### config.mk
export PLATFORM = sky130hd
export DESIGN_NAME = exhaustive_pattern_sweeper
export DESIGN_NICKNAME = d
export VERILOG_FILES = /design/src/rtl/exhaustive_pattern_sweeper.sv
export SDC_FILE = /design/constraint.sdc
export NUM_CORES = 1
export LEC_CHECK = 0
export BUFFER_PORTS_ARGS = -buffer_cell sky130_fd_sc_hd__buf_2
export CORE_ASPECT_RATIO = 0.9
export CORE_UTILIZATION = 53
export CTS_CLUSTER_DIAMETER = 200
export DETAILED_ROUTE_END_ITERATION = 8
export PLACE_DENSITY = 0.84
export REMOVE_ABC_BUFFERS = 1
export SYNTH_ARGS = -nofsm -noshare
export SYNTH_HDL_FRONTEND = slang
export SYNTH_SLANG_ARGS = --single-unit
### constraint.sdc
create_clock -name CK -period 5 [get_ports CK]
set_input_delay 1.25 -clock CK [delete_from_list [all_inputs] [get_ports CK]]
set_output_delay 1.25 -clock CK [all_outputs]
set_load 0.02 [all_outputs]
### src/rtl/exhaustive_pattern_sweeper.sv
// exhaustive_pattern_sweeper
// Walks every IN_W-bit stimulus pattern in binary or Gray order. Each pattern
// is held for SETTLE cycles before the DUT response is sampled. Every
// pattern/response record goes out on a valid/ready port, and each accepted
// record is folded into a MISR signature.
// Optional feature: define SWEEPER_MISR_EN to build the MISR. Without it,
// signature is tied to zero.
module exhaustive_pattern_sweeper #(
    parameter int IN_W   = 5,
    parameter int OUT_W  = 1,
    parameter int SETTLE = 1,
    parameter int SIG_W  = 16,
    parameter logic [SIG_W-1:0] POLY = SIG_W'(16'h1021)
) (
    input  logic               CK,
    input  logic               reset,
    input  logic               start,
    input  logic               abort,
    input  logic               mode,
    output logic [IN_W-1:0]    stim,
    input  logic [OUT_W-1:0]   resp,
    output logic               rec_valid,
    input  logic               rec_ready,
    output logic [IN_W-1:0]    rec_pattern,
    output logic [OUT_W-1:0]   rec_resp,
    output logic               busy,
    output logic               done,
    output logic [SIG_W-1:0]   signature
);

    localparam int CNT_W = IN_W + 1;
    localparam int SC_W  = (SETTLE > 1) ? $clog2(SETTLE) : 1;
    // cnt carries one extra bit, so the final pattern compares without wrap.
    localparam logic [CNT_W-1:0] LAST_CNT = {1'b0, {IN_W{1'b1}}};

    typedef enum logic [1:0] {IDLE, APPLY, EMIT, DONE} state_t;

    state_t            state, state_nxt;
    logic [CNT_W-1:0]  cnt;
    logic [CNT_W-1:0]  gray;
    logic [SC_W-1:0]   scnt;
    logic              mode_q;
    logic [IN_W-1:0]   pat;
    logic              go;
    logic              settle_last;
    logic              accept;

    assign go          = start && !abort;
    assign settle_last = (scnt == SC_W'(SETTLE - 1));
    assign accept      = (state == EMIT) && rec_ready && !abort;
    assign gray        = cnt ^ (cnt >> 1);
    assign pat         = mode_q ? gray[IN_W-1:0] : cnt[IN_W-1:0];

    // Stimulus is driven only while a sweep is active.
    always_comb begin
        stim = '0;
        if (state == APPLY || state == EMIT)
            stim = pat;
    end

    // State register.
    always_ff @(posedge CK or negedge reset) begin
        if (!reset) state <= IDLE;
        else        state <= state_nxt;
    end

    // Next-state logic and status outputs. Abort wins over a handshake.
    always_comb begin
        state_nxt = state;
        busy      = 1'b0;
        rec_valid = 1'b0;
        done      = 1'b0;
        case (state)
            IDLE: if (go) state_nxt = APPLY;
            APPLY: begin
                busy = 1'b1;
                if (abort)            state_nxt = IDLE;
                else if (settle_last) state_nxt = EMIT;
            end
            EMIT: begin
                busy      = 1'b1;
                rec_valid = 1'b1;
                if (abort)          state_nxt = IDLE;
                else if (rec_ready) state_nxt = (cnt == LAST_CNT) ? DONE : APPLY;
            end
            DONE: begin
                done      = 1'b1;
                state_nxt = IDLE;
            end
            default: state_nxt = IDLE;
        endcase
    end

    // Pattern index, settle timer and record capture.
    always_ff @(posedge CK or negedge reset) begin
        if (!reset) begin
            cnt         <= '0;
            scnt        <= '0;
            mode_q      <= 1'b0;
            rec_pattern <= '0;
            rec_resp    <= '0;
        end else begin
            case (state)
                IDLE: if (go) begin
                    mode_q <= mode;
                    cnt    <= '0;
                    scnt   <= '0;
                end
                APPLY: if (!abort) begin
                    if (settle_last) begin
                        rec_pattern <= pat;
                        rec_resp    <= resp;
                        scnt        <= '0;
                    end else begin
                        scnt <= scnt + SC_W'(1);
                    end
                end
                EMIT: if (accept) cnt <= cnt + CNT_W'(1);
                default: ;
            endcase
        end
    end

`ifdef SWEEPER_MISR_EN
    logic [SIG_W-1:0] sig;
    logic [SIG_W-1:0] data_w;

    // The pattern sits above the response in the zero-extended data word.
    assign data_w = SIG_W'({rec_pattern, rec_resp});

    // MISR: clears on start and compacts each accepted record.
    always_ff @(posedge CK or negedge reset) begin
        if (!reset)
            sig <= '0;
        else if (state == IDLE && go)
            sig <= '0;
        else if (accept)
            sig <= {sig[SIG_W-2:0], 1'b0} ^ (sig[SIG_W-1] ? POLY : '0) ^ data_w;
    end

    assign signature = sig;
`else
    assign signature = '0;
`endif

endmodule

==> run summary, run 1 <==
In this run the clock root is driven by a clkbuf_4. Among cell families on the critical path, the largest total delay comes from adder cells. In this run the cell area of the synthesized design comes to 1050 um^2.

The mean post-synth cell area is 9.67 um^2. The setup TNS came out at 0 ps. For this run, the slowest stage of the critical path takes 470 ps. The tightest hold path in the finished design has a slack of 482 ps.

The count of cells along the worst register-to-register path is 5. The cell with the largest stage delay on the worst path is ha_1. Setup violations remaining at the end of the flow were counted as 0.

The CTS buffer count came out at 3. The core area is 1770 um^2. Prior to clock tree synthesis, the placed netlist has a worst setup slack of 2550 ps.

The global-route congestion overflow total is 0. The Yosys warning count is 0. The first-pass iteration count of the detailed router is 4. The cell count after synthesis came out at 109.

The critical path startpoint category is a flip-flop. The area added between synthesis and finish is 7.13%. The overall die area came out at 2170 um^2. The count of antenna-violating nets left after detailed routing is 0. The library cell used most frequently in the layout, excluding fill and tap cells, is buf_2. The die span in y came out at about 44 um. The worst endpoint required time came out at roughly 3800 ps.

The signal on the critical path passes through inv_1 > ha_1 > buf_2. The count of buffers added by post-CTS timing repair for setup came out at 0. Data on the critical path arrives at its endpoint at 1560 ps. The worst min-delay path category is flip-flop to flip-flop. The final estimated routing congestion in global placement came out at 0.825. The unique cell type count in the Yosys netlist came out at 28.

The final clock skew came out at 3.38 ps. Summing over every cut layer, the via total after detailed routing is around 800. The endpoint kind of the worst setup timing path is an output pin. The number of antenna violations at the first check in global routing came out at 0. The residual DRC count came out at 0. The count of final hold-check violations is 0. The combined buffer and inverter count along the critical path came out at 2. The number of buffers on the longest clock path is 2.

The total count of max-transition violations in the final report is 0. Setup repair after global routing left no endpoint under its margin. The flip-flop and latch count after synthesis came out at 15. The initial core utilization came out at 59.5%.

The share of the core filled with cells in the final layout is between 60 and 70%. The timing-limited maximum frequency is 356 MHz. The worst supply voltage drop on vdd is 0.000394 V.

The remaining max-slew budget at the tightest pin is 63.8%. The via count of the first global-routing pass came out at 709. The power per cell area is 476 nW/um^2. The leakage power summed over all cells came out at between 0.5 and 0.6 nW.

The fraction of layout cells with a size suffix above 1 is a little under a quarter. The instance count along the most critical hold path came out at 2. The average wire per cell in the routed design is 12.8 um. The level count of the clock H-tree is 1. The pin count of the biggest net entering global routing came out at 16.

The kind of critical path is flip-flop to output pin. The number of fill cells in the layout is approximately 160. The transition at the pin with the smallest max-transition slack is 541 ps. Counting I/O delays and the setup requirement, the final critical path takes 2810 ps. The routed wire length came out at 1930 um. The critical path runs through a total of 3 cells.

Input and output buffers added on the ports amount to 20. After layout, the worst setup slack is 2190 ps. The number of antenna diodes in the final layout is 0. At the later pin of the worst-skew pair, clock insertion delay measures 300 ps. The run finished with clean final reports.

The number of ports placed on the die boundary came out at 37. The detail-routed via count per cell is 5.28. The quantity of hold-fixing buffers added after cts is 0. The clock tree from TritonCTS is yes. The number of sinks driven by the clock tree is 15. Global routing used 19.2% of the available tracks across all layers.

Dividing the final minimum period by the clock period gives between 50% and 60%. The first global-routing pass estimated 3080 um of wire. The die span in x is 49.0 um. The critical-path maximum fanout is 13. The estimated wirelength of the detail-placed design came out at 1490 um. The share of the Yosys chip area taken by registers is 35.6%. Gates resized during post-CTS repair numbered 0. The initial detailed-routing violation count is 20. The number of placement rows is 14.

In the layout the commonest cells are buf_2, conb_1, dfrtp_1. After clock tree synthesis, the clock-pin slew on the worst setup and hold paths is 100 ps. The total of max-cap violations is 0. In the final design database the tool counted approximately 150 nets.
==> cell type report <==
| cell class | instances | area [um^2] | share of cell area, % |
|---|---|---|---|
| Clock inverter | 1 | 5.00 | 0.443 |
| Clock buffer | 3 | 22.5 | 2.00 |
| Timing Repair Buffer | 20 | 100 | 8.87 |
| Multi-Input combinational cell | 84 | 581 | 51.4 |
| Tap cell | 24 | 30.0 | 2.66 |
| Inverter | 4 | 15.0 | 1.33 |
| Sequential cell | 15 | 375 | 33.3 |
==> registers in the layout, summed over array words and instances (netlist names) <==
register / count
mode_q: 1
rec_pattern: 5
cnt: 6
state: 2
rec_resp: 1
==> synthesized netlist by cell type (all sizes together) <==
| library cell | number | area, um^2 |
|---|---|---|
| a22oi | 1 | 7.51 |
| o211ai | 1 | 7.51 |
| nor3 | 1 | 5.00 |
| nand3 | 3 | 15.0 |
| nor2b | 6 | 37.5 |
| inv | 4 | 15.0 |
| conb | 1 | 3.75 |
| ha | 10 | 125 |
| o21ai | 8 | 40.0 |
| a41oi | 1 | 8.76 |
| o311ai | 1 | 8.76 |
| a2111oi | 1 | 8.76 |
| nand3b | 2 | 15.0 |
| dfrtp | 15 | 375 |
| or4b | 1 | 13.8 |
| mux2 | 3 | 33.8 |
| clkbuf | 5 | 18.8 |
| nand2b | 4 | 25.0 |
| o31ai | 5 | 37.5 |
| mux2i | 6 | 63.8 |
| o22ai | 1 | 6.26 |
| o41ai | 1 | 8.76 |
| a21boi | 1 | 7.51 |
| or3 | 1 | 6.26 |
| buf | 16 | 120 |
| a21oi | 1 | 5.00 |
| nand2 | 9 | 33.8 |
==> stage by stage <==
step | instance area (um^2) | total power, mW | cells
floorplan | 971 | 0.392 | 103
global placement | 1100 | 0.458 | 147
detailed placement | 1100 | 0.468 | 147
CTS | 1130 | 0.539 | 151
global route | 1130 | 0.573 | 151
finish | 1130 | 0.538 | 151
==> routing by layer <==
| layer | share of wire (%) | up-vias | GRT usage, % |
|---|---|---|---|
| met5 | 0 | - | 0 |
| met4 | 1.3 | 0 | 8.24 |
| met3 | 3.7 | 4 | 5.15 |
| met2 | 48 | 19 | 33.3 |
| met1 | 46 | 389 | 22.9 |
| li1 | - | 386 | - |
==> cells by family after synthesis <==
kind of cell,Yosys count,synth area share (%)
adder cells (fa/ha/maj),10,11.9
AND/OR/NAND/NOR,27,14.4
multiplexers,9,9.26
other,1,0.356
buffers and inverters,25,14.6
flip-flops,15,35.6
AO/OA/AOI/OAI,22,13.9
==> report_power, final <==
group | leakage (nW) | internal, mW | switching, mW
combinational | 0.360 | 0.108 | 0.158
sequential | 0.200 | 0.158 | 0.0409
clock | 0.0177 | 0.0298 | 0.0430
==> worst register-to-register path: stages (launching register included) <==
cell,delay [ps]
dfrtp_1,420
inv_1,130
ha_1,470
nor2b_1,530
a22oi_1,230
mux2_2,300
==> worst paths after layout <==
check                               start        endpoint  slack [ps]
setup / recovery                 state[0]       rec_valid        2190
hold / removal             rec_pattern[4]  rec_pattern[4]         480
setup reg to reg                 state[0]        state[1]        2820
hold reg to reg            rec_pattern[4]  rec_pattern[4]         480
max in group asynchronous           reset        state[1]        3900
min in group asynchronous           reset  rec_pattern[3]         840
Power figures use the tool's default switching activity.
==> inputs of run 2 (changes only) <==
--- a/config.mk
+++ b/config.mk
@@ -7,10 +7,10 @@
 export LEC_CHECK = 0
 export BUFFER_PORTS_ARGS = -buffer_cell sky130_fd_sc_hd__buf_2
 export CORE_ASPECT_RATIO = 0.9
-export CORE_UTILIZATION = 53
+export CORE_UTILIZATION = 44
 export CTS_CLUSTER_DIAMETER = 200
 export DETAILED_ROUTE_END_ITERATION = 8
-export PLACE_DENSITY = 0.84
+export PLACE_DENSITY = 0.75
 export REMOVE_ABC_BUFFERS = 1
 export SYNTH_ARGS = -nofsm -noshare
 export SYNTH_HDL_FRONTEND = slang
==> constraint.sdc (replaced) <==
create_clock -name CK -period 2.3 [get_ports CK]
set_input_delay 0.575 -clock CK [delete_from_list [all_inputs] [get_ports CK]]
set_output_delay 0.575 -clock CK [all_outputs]
set_load 0.02 [all_outputs]
==> run summary, run 2 (synthesized netlist as in run 1, its figures left out) <==
The number of ports placed on the die boundary came out at 37. The worst setup path is captured at an output pin. The worst setup slack before clock tree synthesis is 413 ps. Of the available clock period, the critical path in the final layout requires between 90% and 100%. The critical-path maximum fanout came out at 6.

After layout, the design draws a total of 1.18 mW. The remaining max-slew budget at the tightest pin is approximately 65%. cnt holds more flip-flops than any other register. In the final layout, the share of cells above drive strength 1 is 22.7%.

CTS built an H-tree with a depth of 1. After layout, the worst setup slack is 209 ps. The worst endpoint required time is 1730 ps. The port buffer count came out at 20. Before antenna repair, the detailed router went through 4 iterations. The kind of critical path is flip-flop to output pin.

Dividing the detail-routed wire length by the instance count gives 13.4 um. The detailed-route via count came out at 787. The largest registers in the layout are cnt x6, rec_pattern x5, state x2. The number of antenna violations at the first check in global routing is 0. In this run the vertical extent of the chip is 48.4 um. The net count of the finished layout is 146. The tree is rooted in a clkbuf_4.

The library cell used most frequently in the layout, excluding fill and tap cells, is buf_2. The number of buffers on the longest clock path came out at 2. In the routed layout, each cell is associated on average with a via count of approximately 5.1. Setup repair after global routing left no endpoint under its margin. The estimated wirelength of the detail-placed design is 1630 um. Setup violations remaining at the end of the flow were counted as 0.

Counting the fill cells in the layout gives about 210. The flow ran to the end, and the final reports show no timing, DRC or antenna violations. Measured on the finished design, the core utilization comes to 51.2%. The CTS clock-pin slew for the worst setup and hold paths is 90 ps. The die is approximately 54 um wide. The number of placement rows is 16. The critical path data arrival time came out at 1520 ps. In the routed design, unresolved DRC markers number 0. The overall die area is 2590 um^2. The initial core utilization came out at 47.4%.

Adding up every negative setup slack in the final design gives 0 ps. The first-pass GRT wire length is 3420 um. The total of max-cap violations came out at 0.

Entering global routing, the biggest net connects 16 pins. The flip-flop count of the largest register after layout is 6. After clock tree synthesis, the flow added hold-fix buffers numbering 0.

For this design the static power due to leakage is approximately 0.58 nW. The repair_antennas step left the layout with diodes totalling 0. STA classifies the critical path startpoint as a flip-flop. The path class of the tightest hold or removal check is input port to asynchronous set/reset pin. The count of buffers added by post-CTS timing repair for setup came out at 0. The multi-input combinational cell area is 581 um^2. The sequential cell area in the final layout is 375 um^2. The total overflow left after global routing is 0. The count of final hold-check violations is 0. TritonCTS created 3 clock buffers. For the pin with the worst max-slew slack, the measured transition is 531 ps. The clock network latency to the later pin of the worst-skew pair is 290 ps. The smallest clock period supported by the final layout is computed as 2090 ps. TritonCTS built the clock tree. The final clock skew came out at approximately 0.64 ps.

The total count of max-transition violations in the final report came to 0. The number of instances resized during post-cts repair is 0. The area added between synthesis and finish came out at 8.08%.

The final estimated routing congestion in global placement came out at 0.888. The via count of the first global-routing pass came out at around 750. Across the VDD grid, the largest voltage drop is 0.000741 V. The power per cell area came out at about 1000 nW/um^2.

The initial detailed-routing violation count came out at 10. The routed wire length came out at 2080 um. Derived from the worst setup path, the maximum achievable clock frequency is 478 MHz.

The count of antenna-violating nets left after detailed routing came out at 0. Clock tree synthesis found a total of 15 sinks. The total global routing track utilization is 18.4%. After floorplanning, the core was sized to cover 2220 um^2. In the layout the commonest cells are buf_2, conb_1, dfrtp_1.
[run 2: cell count changes in the layout (fill, tap and decap cells not counted), sizes merged]
| cell | before | now |
|---|---|---|
| buf | 20 | 21 |
| clkbuf | 3 | 4 |
| clkinv | 1 | 0 |
[run 2: final timing paths]
| kind | end | depth (start not counted) | start | slack (ps) |
|---|---|---|---|---|
| max reg2reg | state[1] | 5 | state[0] | 410 |
| min reg2reg | rec_pattern[0] | 2 | rec_pattern[0] | 490 |
| min in group CK | rec_pattern[0] | 2 | rec_pattern[0] | 490 |
| max in group asynchronous | cnt[1] | 1 | reset | 1870 |
| max | stim[4] | 5 | cnt[4] | 210 |
| min | rec_pattern[4] | 1 | reset | 170 |
[run 2: layout make-up]
class / instances / area share, %
Sequential cell: 15 / 33.0
Multi-Input combinational cell: 84 / 51.0
Tap cell: 27 / 2.97
Clock buffer: 4 / 2.31
Inverter: 4 / 1.32
Timing Repair Buffer: 21 / 9.45
[run 2: power breakdown]
part	internal [mW]	leakage [nW]	switching, mW	total, mW
clock	0.0675	0.0150	0.0879	0.155
combinational	0.238	0.365	0.357	0.594
sequential	0.344	0.200	0.0894	0.433
[run 2: stage by stage]
step | hold WS [ps] | instance area (um^2) | cells
floorplan | 279 | 971 | 103
global placement | 457 | 1110 | 151
detailed placement | 471 | 1110 | 151
CTS | 173 | 1140 | 155
global route | 188 | 1140 | 155
finish | 174 | 1140 | 155
[run 2: routing by layer]
metal	global-route usage [%]	part of all wire, %	wire, um
met1	25.9	48	1000
met2	24.6	45	924
met3	6.92	5.5	115
met4	7.89	1.6	34
met5	0	0	0
[run 2: critical path: stages, from the launching register on]
cell and delay, ps:
dfrtp_1 450, ha_1 320, nand2_1 60, o21ai_0 110, nor2b_1 130, buf_2 170
==> inputs of run 3 (changes only) <==
--- a/config.mk
+++ b/config.mk
@@ -10,7 +10,7 @@
 export CORE_UTILIZATION = 44
 export CTS_CLUSTER_DIAMETER = 200
 export DETAILED_ROUTE_END_ITERATION = 8
-export PLACE_DENSITY = 0.75
+export PLACE_DENSITY = 0.82
 export REMOVE_ABC_BUFFERS = 1
 export SYNTH_ARGS = -nofsm -noshare
 export SYNTH_HDL_FRONTEND = slang
==> run summary, run 3 (synthesized netlist as in run 1, its figures left out) <==
The flow ran to the end, and the final reports show no timing, DRC or antenna violations. Power spread over the standard cell area amounts to 1030 nW/um^2. The estimated wirelength of the detail-placed design is 1480 um. Setup violations remaining at the end of the flow were counted as 0. The period utilization is 90.5%. The leakage power summed over all cells is between 0.5 and 0.6 nW. The most critical setup path has its endpoint at stim[4]. The level count of the clock H-tree came out at 1.

The total count of max-transition violations in the final report is 0. The critical path runs through a total of 5 cells. The clock network latency to the later pin of the worst-skew pair came out at 290 ps.

The number of fill cells in the layout came out at 204. CTS placed an instance of clkbuf_4 at the clock tree root. Setup repair after global routing left no endpoint under its margin. The die span in y is 48.4 um.

Clock-pin slew was measured on the worst setup and hold paths at around 90 ps. The post-route netlist has 22.8% of its cells at a drive strength greater than 1. The first global-routing pass estimated 3150 um of wire. The final clock skew is 2.35 ps.

The detail-routed via count per cell is 5.18. The number of ports placed on the die boundary came out at 37. The critical-path maximum fanout came out at 6. The number of antenna violations at the first check in global routing was 0. In this run the worst setup path begins at cnt[4]. The count of antenna-violating nets left after detailed routing is 0. The count of final hold-check violations was 0.

The number of placement rows came out at 16. The worst hold path belongs to the class input port to asynchronous set/reset pin. For this block, the initial DRC count from the detailed router was 7. The via count of the first global-routing pass is 750. 0 antenna diodes ended up in the layout. The first-pass iteration count of the detailed router is 4. The clock tree from TritonCTS is yes.

The worst stage delay on the critical path came out at between 400 and 500 ps. The minimum clock period came out at 2080 ps. The total number of nets in the final design is approximately 150. The top cell types in the final layout, fill and taps aside, are buf_2, conb_1, dfrtp_1. The CTS buffer count is 3.

The worst supply voltage drop on vdd came out at just under 0.0006 V. The residual DRC count came out at 0. STA classifies the critical path endpoint as an output pin. The count of cells along the worst register-to-register path came out at 5. The worst endpoint required time came out at about 1700 ps. The cell family contributing the most delay on the critical path is flip-flops.

The worst setup slack before clock tree synthesis came out at 204 ps. The routed wire length is 1900 um. The critical path goes through ha_1 > nand2_1 > o21ai_0 > nor2b_1 > buf_2. The setup TNS is 0 ps. The critical path data arrival time is 1510 ps. The initial core utilization came out at a little under half. The core area came out at roughly 2200 um^2. The detailed-route via count came out at around 800. The total of max-cap violations came out at 0.

The total global routing track utilization came out at 16.5%. The average wire per cell in the routed design came out at 12.3 um. The combined buffer and inverter count along the critical path is 1. Routability-driven placement finished with a final weighted congestion of 0.811.

The area added between synthesis and finish came out at 7.60%. The overall die area is 2590 um^2. Counting every sink on the clock net gives 15. In this run the critical register-to-register path is captured at cnt[3]. The setup slack of the critical path after layout is about 220 ps. Entering global routing, the biggest net connects 16 pins. The worst setup path is launched from a flip-flop. The port buffer count is 20. The largest register by flop count is cnt. The library cell used most frequently in the layout, excluding fill and tap cells, is buf_2. The worst register-to-register path begins at state[0].

The die span in x is 53.6 um. For this run, the top clock speed supported by timing is 480 MHz. The reg2reg setup slack came out at 230 ps. The register with the most flip-flops in the layout has 6 of them. The largest individual stage delay along the critical path comes from the cell dfrtp_1. The largest registers in the layout are cnt x6, rec_pattern x5, state x2. The critical path is of the flip-flop to output pin type. The number of buffers on the longest clock path came out at 2. The global-route congestion overflow total is 0. Hold timing on the final database bottoms out at a slack of roughly 180 ps.
## run 3: changes by cell type in the layout (fill, tap and decap cells not counted)
cell     previous run  this run
buf_4               1         0
nor2b_2             0         1
nor2b_1             6         5
## run 3: routing by layer
| metal | up-vias | track usage (%) | part of all wire (%) |
|---|---|---|---|
| li1 | 386 | - | - |
| met3 | 2 | 5.66 | 4.5 |
| met1 | 387 | 23.5 | 46 |
| met4 | 0 | 2.63 | 0.53 |
| met2 | 23 | 24.6 | 49 |
| met5 | - | 0 | 0 |
## run 3: final cells by class
| class | instances | area (um^2) | area share, % |
|---|---|---|---|
| tap | 27 | 33.8 | 2.98 |
| sequential | 15 | 375 | 33.1 |
| timing repair buffer | 20 | 100 | 8.83 |
| clock buffer | 4 | 26.3 | 2.32 |
| inverter | 4 | 15.0 | 1.32 |
| multi-input combinational | 84 | 583 | 51.4 |
## run 3: how the worst min path moves through the flow
stage,start,to,cells after the start
after detailed placement,rec_pattern[1],rec_pattern[1],2
after global routing,reset,state[0],1
after CTS,reset,state[0],1
after floorplan,reset,cnt[0],0
final,reset,state[0],1
after global placement,rec_pattern[1],rec_pattern[1],2
## run 3: where the power goes
part	internal, mW	switching (mW)	leakage, nW
combinational	0.236	0.346	0.360
clock	0.0675	0.0848	0.0150
sequential	0.344	0.0892	0.200
## run 3: timing repair
action | CTS | global route
setup endpoints to repair | 0 | 1
gates resized for setup | 0 | 1
hold buffers | 0 | 0
buffers inserted | 0 | 0
## run 3: per-stage QoR
stage	std cells	area (um^2)	util, %	total power [mW]
final	154	1130	51.0	1.17
after global routing	154	1130	51.0	1.25
after CTS	154	1130	50.9	1.18
after detailed placement	150	1100	49.7	1.02
after global placement	150	1100	49.7	0.997
after floorplan	103	971	-	0.853
